## src/rtl/op_scheduler.sv

```systemverilog
// op_scheduler: shares one combinational 16-bit operator core between two
// requesters. It arbitrates round-robin, holds the operands on the core for
// SETTLE_CYCLES, captures the selected result and flags, and then returns
// them to the requester that owns the operation.
module op_scheduler #(
  parameter int unsigned SETTLE_CYCLES = 2
) (
  input  logic        clk,
  input  logic        rst,
  input  logic [1:0]  req_valid,
  output logic [1:0]  req_ready,
  input  logic [3:0]  req_op,
  input  logic [31:0] req_a,
  input  logic [31:0] req_b,
  output logic [1:0]  rsp_valid,
  input  logic [1:0]  rsp_ready,
  output logic [15:0] rsp_result,
  output logic        rsp_overflow,
  output logic        rsp_prec_lost,
  output logic [15:0] core_num1,
  output logic [15:0] core_num2,
  input  logic [15:0] core_fixA,
  input  logic [15:0] core_fixM,
  input  logic [15:0] core_floA,
  input  logic [15:0] core_floM,
  input  logic [3:0]  core_overflow,
  input  logic        core_prec_lost,
  output logic        busy
);

  localparam int unsigned CNT_W  = 4;
  localparam int unsigned DATA_W = 16;
  localparam int unsigned OP_W   = 2;

  typedef enum logic [1:0] {IDLE, SETTLE, RESP} state_t;

  state_t            state;
  state_t            state_next;
  logic              last;
  logic              owner;
  logic [CNT_W-1:0]  cnt;
  logic [OP_W-1:0]   op;

  logic              grant_idx;
  logic              accept;
  logic [OP_W-1:0]   sel_op;
  logic [DATA_W-1:0] sel_a;
  logic [DATA_W-1:0] sel_b;
  logic [DATA_W-1:0] cap_result;
  logic              cap_overflow;
  logic              cap_prec_lost;

  // State register
  always_ff @(posedge clk) begin
    if (rst) state <= IDLE;
    else     state <= state_next;
  end

  // Next-state logic
  always_comb begin
    state_next = state;
    case (state)
      IDLE:    if (accept) state_next = SETTLE;
      SETTLE:  if (cnt == '0) state_next = RESP;
      RESP:    if (rsp_ready[owner]) state_next = IDLE;
      default: state_next = IDLE;
    endcase
  end

  // Grant, request selection and result mux; req_ready is the only combinational output
  always_comb begin
    req_ready     = '0;
    grant_idx     = 1'b0;
    sel_op        = '0;
    sel_a         = '0;
    sel_b         = '0;
    cap_result    = '0;
    cap_overflow  = 1'b0;
    cap_prec_lost = 1'b0;

    // With both requests pending the one not served last wins
    grant_idx = (req_valid == 2'b11) ? ~last : req_valid[1];
    if (!rst && state == IDLE && req_valid != 2'b00)
      req_ready = grant_idx ? 2'b10 : 2'b01;

    sel_op = grant_idx ? req_op[3:2]   : req_op[1:0];
    sel_a  = grant_idx ? req_a[31:16]  : req_a[15:0];
    sel_b  = grant_idx ? req_b[31:16]  : req_b[15:0];

    // The core's overflow bits are ordered fixA, fixM, floM, floA
    case (op)
      2'b00: begin cap_result = core_fixA; cap_overflow = core_overflow[0]; end
      2'b01: begin
        cap_result    = core_fixM;
        cap_overflow  = core_overflow[1];
        cap_prec_lost = core_prec_lost;
      end
      2'b10: begin cap_result = core_floA; cap_overflow = core_overflow[3]; end
      default: begin cap_result = core_floM; cap_overflow = core_overflow[2]; end
    endcase
  end

  assign accept = |req_ready;

  // Datapath: request latch, settle counter, operand and response registers
  always_ff @(posedge clk) begin
    if (rst) begin
      last          <= 1'b1;
      owner         <= 1'b0;
      cnt           <= '0;
      op            <= '0;
      core_num1     <= '0;
      core_num2     <= '0;
      rsp_valid     <= '0;
      rsp_result    <= '0;
      rsp_overflow  <= 1'b0;
      rsp_prec_lost <= 1'b0;
      busy          <= 1'b0;
    end else begin
      busy <= (state_next != IDLE);
      if (accept) begin
        op        <= sel_op;
        owner     <= grant_idx;
        last      <= grant_idx;
        cnt       <= CNT_W'(SETTLE_CYCLES - 1);
        core_num1 <= sel_a;
        core_num2 <= sel_b;
      end
      if (state == SETTLE) begin
        if (cnt != '0) begin
          cnt <= cnt - CNT_W'(1);
        end else begin
          rsp_result    <= cap_result;
          rsp_overflow  <= cap_overflow;
          rsp_prec_lost <= cap_prec_lost;
          rsp_valid     <= owner ? 2'b10 : 2'b01;
        end
      end
      if (state == RESP && rsp_ready[owner])
        rsp_valid <= '0;
    end
  end

endmodule

```

## config.mk

```make
export PLATFORM = sky130hd
export DESIGN_NAME = op_scheduler
export DESIGN_NICKNAME = d
export VERILOG_FILES = /design/src/rtl/op_scheduler.sv
export SDC_FILE = /design/constraint.sdc
export NUM_CORES = 1
export LEC_CHECK = 0
export ABC_CLOCK_PERIOD_IN_PS = 4800
export CAP_MARGIN = 10
export CORE_MARGIN = 2
export CORE_UTILIZATION = 39
export CTS_CLUSTER_DIAMETER = 150
export DETAILED_ROUTE_END_ITERATION = 6
export PLACE_DENSITY_LB_ADDON = 0.05
export SYNTH_ARGS = -nofsm -noshare
export SYNTH_HDL_FRONTEND = slang
export SYNTH_SLANG_ARGS = --single-unit
```

## constraint.sdc

```tcl
create_clock -name clk -period 4.8 [get_ports clk]
set_input_delay 0.72 -clock clk [delete_from_list [all_inputs] [get_ports clk]]
set_output_delay 0.72 -clock clk [all_outputs]
set_load 0.05 [all_outputs]
```

==> impl_metrics.csv, run 1 <==
group,metric,value,unit
clock_network,cts_tree,"built",
clock_network,cts.sinks,63,
sta,period_share,0.802,
worst_setup_path,rr_startpoint,"cnt[0]",
synthesis,synth_enable_flop_cells,0,
clock_network,cts_root_buffer,"clkbuf_8",
grt,grt_pass1_wl,15500,um
floorplan,fp-row-count,32,
clock_network,clkSlewWorstSetupHoldPaths,70,ps
worst_setup_path,path_class,"in2out",
sta,rsz0062_at_grt,"no",
placed_design,post-place-ws,963,ps
detailed_routing,antenna_left,0,
detailed_routing,post_drt_wl_per_cell,16.4,um
clock_network,clk_latency,330,ps
floorplan,core,0.00765,sq mm
clock_network,cts_resized,0,
grt,gr-total-overflow,0,
detailed_routing,wl,10000,um
grt,grtUsageTotal,0.226,
min_path,min_from,"rsp_result[7]",
sta,hold_ws,482,ps
detailed_routing,drtIter0Drc,163,
sta,slew_violations,0,
detailed_routing,firstDrtPassIters,4,
final_layout,synthToLayoutAreaGrowth,72.3,%
synthesis,syn_inst,323,
worst_setup_path,cp_max_fo,36,
min_path,hold_class,"reg2reg",
worst_setup_path,worstRegToRegCells,5,
sta,min_period,3850,ps
sta,slew_headroom,0.354,
worst_setup_path,cp-startpoint,"req_valid[0]",
grt,grt_max_degree,51,
clock_network,htree_levels,3,
placed_design,dp.cells,595,
worst_setup_path,critPathLaunchType,"primary input",
worst_setup_path,crit_arrival,3130,ps
clock_network,clockBufferDepth,2,
detailed_routing,num_vias,3281,
grt,grt_pass1_vias,3162,
detailed_routing,vias_per_cell,5.37,
power_and_ir_drop,power.leakage,0.00189,uW
placed_design,dp.final_hpwl,7410,um
placed_design,io_buffer_count,197,
synthesis,ys.flop_type,"dfxtp_1",
sta,skew,11.7,ps
sta,timing.fmax,260,MHz
sta,setup-tns-final,0,ps
synthesis,syn-num-nets,467,
final_layout,fin_cells,611,
synthesis,ys_warn_count,0,
floorplan,initial_core_util,0.398,
synthesis,async_reset_ff_frac,0,
sta,worst_pin_slew,969,ps
min_path,worst_hold_path.num_cells,1,
synthesis,synth_seq_cells,63,
floorplan,die_x,92.4,um
sta,hold_viol_final,0,
status,outcome,"finished, final reports clean",
final_layout,seq_area,0.00126,sq mm
synthesis,syn_area_per_cell,9.43,sq um
clock_network,cts_buffers,9,
final_layout,final_common_cell,"clkdlybuf4s50_1",
synthesis,synth_cell_type_count,41,
power_and_ir_drop,power_density,315,mW/mm^2
clock_network,post-cts-setup-buffer-count,0,
final_layout,fillerInstances,617,
clock_network,ctsHoldBuffers,0,
flow_run,cap_violations,0,
floorplan,pin_count,198,
placed_design,gp_congestion,0.841,
worst_setup_path,crit_path_end_kind,"output port",
power_and_ir_drop,vdd_drop_max,0.152,mV
final_layout,nets,648,
floorplan,die-height,92.4,um
sta,fin_ws,950,ps
final_layout,final_cell_mix,"clkdlybuf4s50_1, nand2_1, dfxtp_1",
final_layout,drive_gt1_frac,0.0923,
floorplan,dieArea,0.00853,sq mm
final_layout,multi_input_area,0.00162,sq mm
sta,setup_viol,0,
synthesis,syn-cell-area,0.00305,sq mm
detailed_routing,drc_errors,0,
worst_setup_path,worst_ep_required_time,4080,ps
synthesis,ys_seq_area_frac,0.414,
final_layout,num_antenna_cells,0,
grt,antenna_found_initial,0,
## through the flow
| stage | utilization | power, uW | cell area (sq um) |
|---|---|---|---|
| CTS | 0.686 | 1670 | 5250 |
| finish | 0.686 | 1650 | 5250 |
| detailed placement | 0.657 | 1160 | 5030 |
| global route | 0.686 | 1730 | 5250 |
| global placement | 0.657 | 1150 | 5030 |
| floorplan | - | 927 | 3050 |
## path summary, 6_finish.rpt
kind,endpoint,slack (ps)
min,rsp_result[7],480
min reg2reg,rsp_result[7],480
max reg2reg,rsp_result[12],2810
max,req_ready[0],950
## cell type report
cell class / instances / share of cell area
flip-flops and latches: 63 / 0.240
clock buffers: 10 / 0.0262
clock inverters: 6 / 0.0160
repair buffers: 202 / 0.382
inverters: 4 / 0.00286
multi-input cells: 224 / 0.308
well taps: 102 / 0.0243
## synthesized netlist by cell type (2+ instances only)
cell type	n	area share
nand2_1	72	0.089
inv_1	4	0.0049
buf_4	2	0.0049
a22o_1	17	0.049
buf_2	12	0.020
a31oi_1	2	0.0041
buf_1	2	0.0025
mux4_2	17	0.13
nor3_4	2	0.011
clkbuf_1	15	0.018
a21oi_1	42	0.069
a311oi_1	34	0.098
dfxtp_1	63	0.41
nand2b_1	2	0.0041
o21ai_0	4	0.0066
or3_1	4	0.0082
nor2_1	3	0.0037
nand3b_1	2	0.0049
nand3_1	2	0.0033
## where the power goes
group          internal (uW)  switching (uW)  total (uW)
Combinational            255             288         543
Clock                    305             202         507
Sequential               568            33.6         602
## critical path, stage by stage
cell and delay, ps:
clkdlybuf4s50_1 530, or2_2 590, nand2_1 250, nor2_1 180, clkdlybuf4s50_1 840
## flip-flops by register name, summed over array words and instances (netlist names)
| name | flops |
|---|---|
| core_num1 | 16 |
| state | 2 |
| busy | 1 |
| rsp_valid | 2 |
| rsp_result | 16 |
| rsp_overflow | 1 |
| owner | 1 |
| op | 2 |
| last | 1 |
| rsp_prec_lost | 1 |
| core_num2 | 16 |
| cnt | 4 |
## kinds of logic after synthesis
family / Yosys count / share of synthesized area
mux: 18 / 0.129
simple gates: 97 / 0.146
compound gates: 108 / 0.253
fa+ha+maj: 1 / 0.00411
buf+inv: 36 / 0.0542
flops: 63 / 0.414
## layer usage
metal	vias to the layer above	global-route usage	part of all wire
met5	-	0	0
met4	0	0.0771	0.015
met3	13	0.0708	0.099
met2	148	0.384	0.48
met1	1540	0.271	0.41
li1	1580	-	-
Note: power is estimated with default switching activity, not from simulation.
==> run 2, diff against run 1 <==
Settings changed: ABC_CLOCK_PERIOD_IN_PS 4800 to 3500, CORE_UTILIZATION 39 to 33.
Clock period 4.8 ns to 3.5 ns, I/O delays scaled along.
==> impl_metrics.csv, run 2 (synthesized netlist as in run 1, its figures left out) <==
group,metric,value,unit
sta,fin_ws,947,ps
min_path,hold_class,"reg2reg",
power_and_ir_drop,p_total,2230,uW
floorplan,dieArea,0.0100,sq mm
floorplan,core,0.00911,sq mm
grt,grt_max_degree,50,
floorplan,initial_core_util,0.334,
final_layout,nets,649,
worst_setup_path,worst_ep_required_time,2970,ps
floorplan,pin_count,198,
final_layout,top_regs,"core_num1 (16), core_num2 (16), rsp_result (16)",
placed_design,io_buffer_count,197,
clock_network,htree_levels,3,
power_and_ir_drop,power.leakage,0.00191,uW
grt,grtUsageMet2,0.334,
sta,setup-tns-final,0,ps
sta,period_share,0.730,
final_layout,final_cell_mix,"clkdlybuf4s50_1, nand2_1, dfxtp_1",
grt,globalRouteMet3Util,0.0669,
placed_design,dp.final_hpwl,7510,um
sta,setup_viol,0,
clock_network,cts_resized,0,
final_layout,final_common_cell,"clkdlybuf4s50_1",
worst_setup_path,cp_max_fo,35,
floorplan,die-height,100,um
detailed_routing,wl,10400,um
sta,rsz0062_at_grt,"no",
worst_setup_path,path_class,"in2out",
clock_network,cts_tree,"built",
sta,hold_viol_final,0,
clock_network,post-cts-setup-buffer-count,0,
clock_network,cts_buffers,9,
detailed_routing,post_drt_wl_per_cell,16.7,um
worst_setup_path,crit_arrival,2030,ps
detailed_routing,vias_per_cell,5.28,
final_layout,finalInstanceArea,0.00528,sq mm
detailed_routing,num_vias,3278,
clock_network,ctsHoldBuffers,0,
sta,min_period,2550,ps
sta,skew,8.14,ps
status,outcome,"finished, final reports clean",
sta,slew_headroom,0.408,
power_and_ir_drop,power_density,423,mW/mm^2
clock_network,clockBufferDepth,2,
clock_network,clk_latency,330,ps
power_and_ir_drop,vdd_drop_max,0.190,mV
floorplan,die_x,100,um
placed_design,post-place-ws,938,ps
flow_run,cap_violations,0,
worst_setup_path,critPathLaunchType,"primary input",
grt,met1_usage,0.235,
sta,slew_violations,0,
clock_network,clkSlewWorstSetupHoldPaths,70,ps
placed_design,gp_congestion,0.748,
detailed_routing,firstDrtPassIters,4,
grt,grtUsageTotal,0.198,
worst_setup_path,crit_path_end_kind,"output port",
final_layout,synthToLayoutAreaGrowth,73.5,%
grt,grt_pass1_wl,15600,um
grt,busiest_layer,"met2",
final_layout,num_antenna_cells,0,
clock_network,cts.sinks,63,
clock_network,cts_root_buffer,"clkbuf_8",
final_layout,drive_gt1_frac,0.0961,
grt,gr-total-overflow,0,
floorplan,fp-row-count,35,
grt,grt_pass1_vias,3085,
detailed_routing,antenna_left,0,
placed_design,postPlaceCellArea,0.00507,sq mm
sta,timing.fmax,392,MHz
detailed_routing,drc_errors,0,
grt,antenna_found_initial,0,
detailed_routing,drtIter0Drc,152,
sta,worst_pin_slew,886,ps
## run 2: cell types whose count changed in the layout (fill, tap and decap cells not counted)
cell	previous run	this run
a21boi_2	1	0
a21boi_4	0	1
buf_12	0	2
buf_4	5	6
bufinv_16	2	1
clkbuf_1	0	1
clkbuf_8	10	12
clkdlybuf4s50_1	196	194
clkinv_2	3	2
clkinv_4	1	0
## run 2: layer usage
metal	wire [um]	up-vias
li1	-	1585
met2	4910	158
met1	4220	1521
met5	0	-
met4	148	0
met3	1100	14
## run 2: layout make-up
type	count	area, sq um
Multi-Input combinational cell	224	1630
Tap cell	111	139
Inverter	4	15.0
Clock inverter	3	40.0
Clock buffer	13	169
Fill cell	863	3830
Sequential cell	63	1260
Timing Repair Buffer	203	2030
## run 2: worst paths after layout
check / start / end / slack [ps] / depth (start not counted)
max: req_valid[0] / req_ready[1] / 950 / 6
min: rsp_valid[1] / rsp_valid[1] / 480 / 2
max reg2reg: cnt[0] / rsp_result[14] / 1540 / 5
min reg2reg: rsp_valid[1] / rsp_valid[1] / 480 / 2
## run 2: per-stage QoR
stage          std cells   util  hold slack, ps
2_1_floorplan        323      -             470
3_3_place_gp         605  0.557             459
3_5_place_dp         605  0.557             465
4_1_cts              621  0.580             478
5_1_grt              621  0.580             494
6_report             621  0.580             478
## run 2: critical path, cell delays in order
cell             delay (ps)
clkdlybuf4s50_1         550
or2_2                   150
buf_4                   340
nand3_1                 150
inv_1                   160
buf_12                  150
## run 2: report_power, final
group | total [uW] | switching, uW | internal, uW | leakage, uW
combinational | 758 | 403 | 354 | 0.00128
sequential | 822 | 42.9 | 779 | 0.000517
clock | 653 | 268 | 385 | 0.000109
total | 2230 | 714 | 1520 | 0.00191
==> run 3, diff against run 2 <==
Settings changed: ABC_CLOCK_PERIOD_IN_PS 3500 to 2100.
Clock period 3.5 ns to 2.1 ns, I/O delays scaled along.
==> impl_metrics.csv, run 3 (synthesized netlist as in run 1, its figures left out) <==
group,metric,value,unit
detailed_routing,num_vias,3289,
detailed_routing,wl,10400,um
worst_setup_path,worst_ep_required_time,2340,ps
flow_run,cap_violations,0,
final_layout,final_cell_mix,"clkdlybuf4s50_1, nand2_1, dfxtp_1",
detailed_routing,drtIter0Drc,129,
detailed_routing,wl_met1,4270,um
floorplan,initial_core_util,0.334,
detailed_routing,antenna_left,0,
sta,slew_headroom,0.431,
min_path,hold_class,"in2reg",
detailed_routing,drc_errors,0,
final_layout,drive_gt1_frac,0.108,
detailed_routing,wl_met3,1000,um
placed_design,dp.final_hpwl,7710,um
worst_setup_path,r2r-end,"rsp_prec_lost",
floorplan,core,0.00911,sq mm
final_layout,multi_input_area,0.00163,sq mm
power_and_ir_drop,vdd_drop_max,0.311,mV
sta,hold_viol_final,0,
grt,antenna_found_initial,0,
final_layout,fillerInstances,827,
detailed_routing,wl_met2,4900,um
floorplan,dieArea,0.0100,sq mm
final_layout,final_util,0.585,
min_path,worst_hold_path.num_cells,2,
clock_network,clockBufferDepth,2,
status,outcome,"finished, final reports clean",
sta,skew,7.61,ps
detailed_routing,vias_per_cell,5.23,
placed_design,gp_congestion,0.745,
sta,setup-tns-final,0,ps
floorplan,die_x,100,um
final_layout,seq_area,0.00126,sq mm
grt,gr-total-overflow,0,
detailed_routing,highest_layer,"met4",
worst_setup_path,critPathLaunchType,"register",
worst_setup_path,crit_arrival,2090,ps
final_layout,nets,659,
clock_network,post-cts-setup-buffer-count,0,
clock_network,cts_resized,0,
grt,grt_pass1_wl,15800,um
worst_setup_path,path_class,"reg2reg",
sta,rsz0062_at_grt,"no",
worst_setup_path,cp_max_fo,8,
final_layout,num_antenna_cells,0,
clock_network,ctsHoldBuffers,0,
detailed_routing,firstDrtPassIters,4,
sta,worst_pin_slew,852,ps
min_path,min_from,"rst",
worst_setup_path,crit_path_end_kind,"register",
clock_network,cts_root_buffer,"clkbuf_8",
final_layout,final_common_cell,"clkdlybuf4s50_1",
worst_setup_path,rr_startpoint,"cnt[0]",
grt,grt_pass1_vias,3260,
floorplan,die-height,100,um
clock_network,clkSlewWorstSetupHoldPaths,70,ps
grt,grt_max_degree,42,
clock_network,cts_tree,"built",
detailed_routing,post_drt_wl_per_cell,16.5,um
power_and_ir_drop,power_density,669,mW/mm^2
sta,min_period,1850,ps
placed_design,io_buffer_count,197,
sta,slew_violations,0,
clock_network,htree_levels,3,
worst_setup_path,worstRegToRegCells,5,
grt,grtUsageTotal,0.199,
final_layout,top_regs,"core_num1 (16), core_num2 (16), rsp_result (16)",
final_layout,synthToLayoutAreaGrowth,74.9,%
clock_network,cts.sinks,63,
sta,period_share,0.881,
power_and_ir_drop,power.leakage,0.00194,uW
worst_setup_path,rrSetupSlack,250,ps
floorplan,pin_count,198,
worst_setup_path,cp-startpoint,"cnt[0]",
clock_network,clk_latency,320,ps
clock_network,cts_buffers,9,
sta,timing.fmax,541,MHz
min_path,whs_endpoint,"state[1]",
sta,setup_viol,0,
floorplan,fp-row-count,35,
-- run 3: stage by stage --
stage	cell area (sq um)	cells	hold WS, ps	setup WS, ps	total power (uW)
2_1_floorplan	3050	323	470	219	2120
3_3_place_gp	5160	615	458	255	2690
3_5_place_dp	5160	615	463	181	2700
4_1_cts	5330	629	330	255	3620
5_1_grt	5330	629	345	157	3760
6_report	5330	629	341	251	3560
-- run 3: where the power goes --
part	internal (uW)	total, uW	switching, uW
Clock	479	902	423
Combinational	617	1290	675
Sequential	1300	1370	71.5
-- run 3: final cells by class --
class,instances,share of cell area
repair buffers,213,0.398
multi-input cells,224,0.305
flip-flops and latches,63,0.237
clock buffers,13,0.0298
well taps,111,0.0261
inverters,4,0.00282
clock inverters,1,0.000940
-- run 3: worst max-delay path by stage --
stage / cells past startpoint / to
global route: 5 / rsp_prec_lost
CTS: 1 / rsp_result[5]
detailed placement: 5 / op[1]
global placement: 5 / core_num2[7]
finish: 5 / rsp_prec_lost
floorplan: 4 / req_ready[0]
-- run 3: metal layers --
layer / up-vias / GRT usage
li1: 1601 / -
met1: 1536 / 0.232
met2: 136 / 0.335
met3: 16 / 0.0682
met4: 0 / 0.0801
met5: - / 0
-- run 3: critical path, cell delays in order, from the launching register on --
cell and delay [ps]:
dfxtp_1 320, inv_1 80, ha_1 190, or3b_1 500
or4_1 510, a21oi_1 170
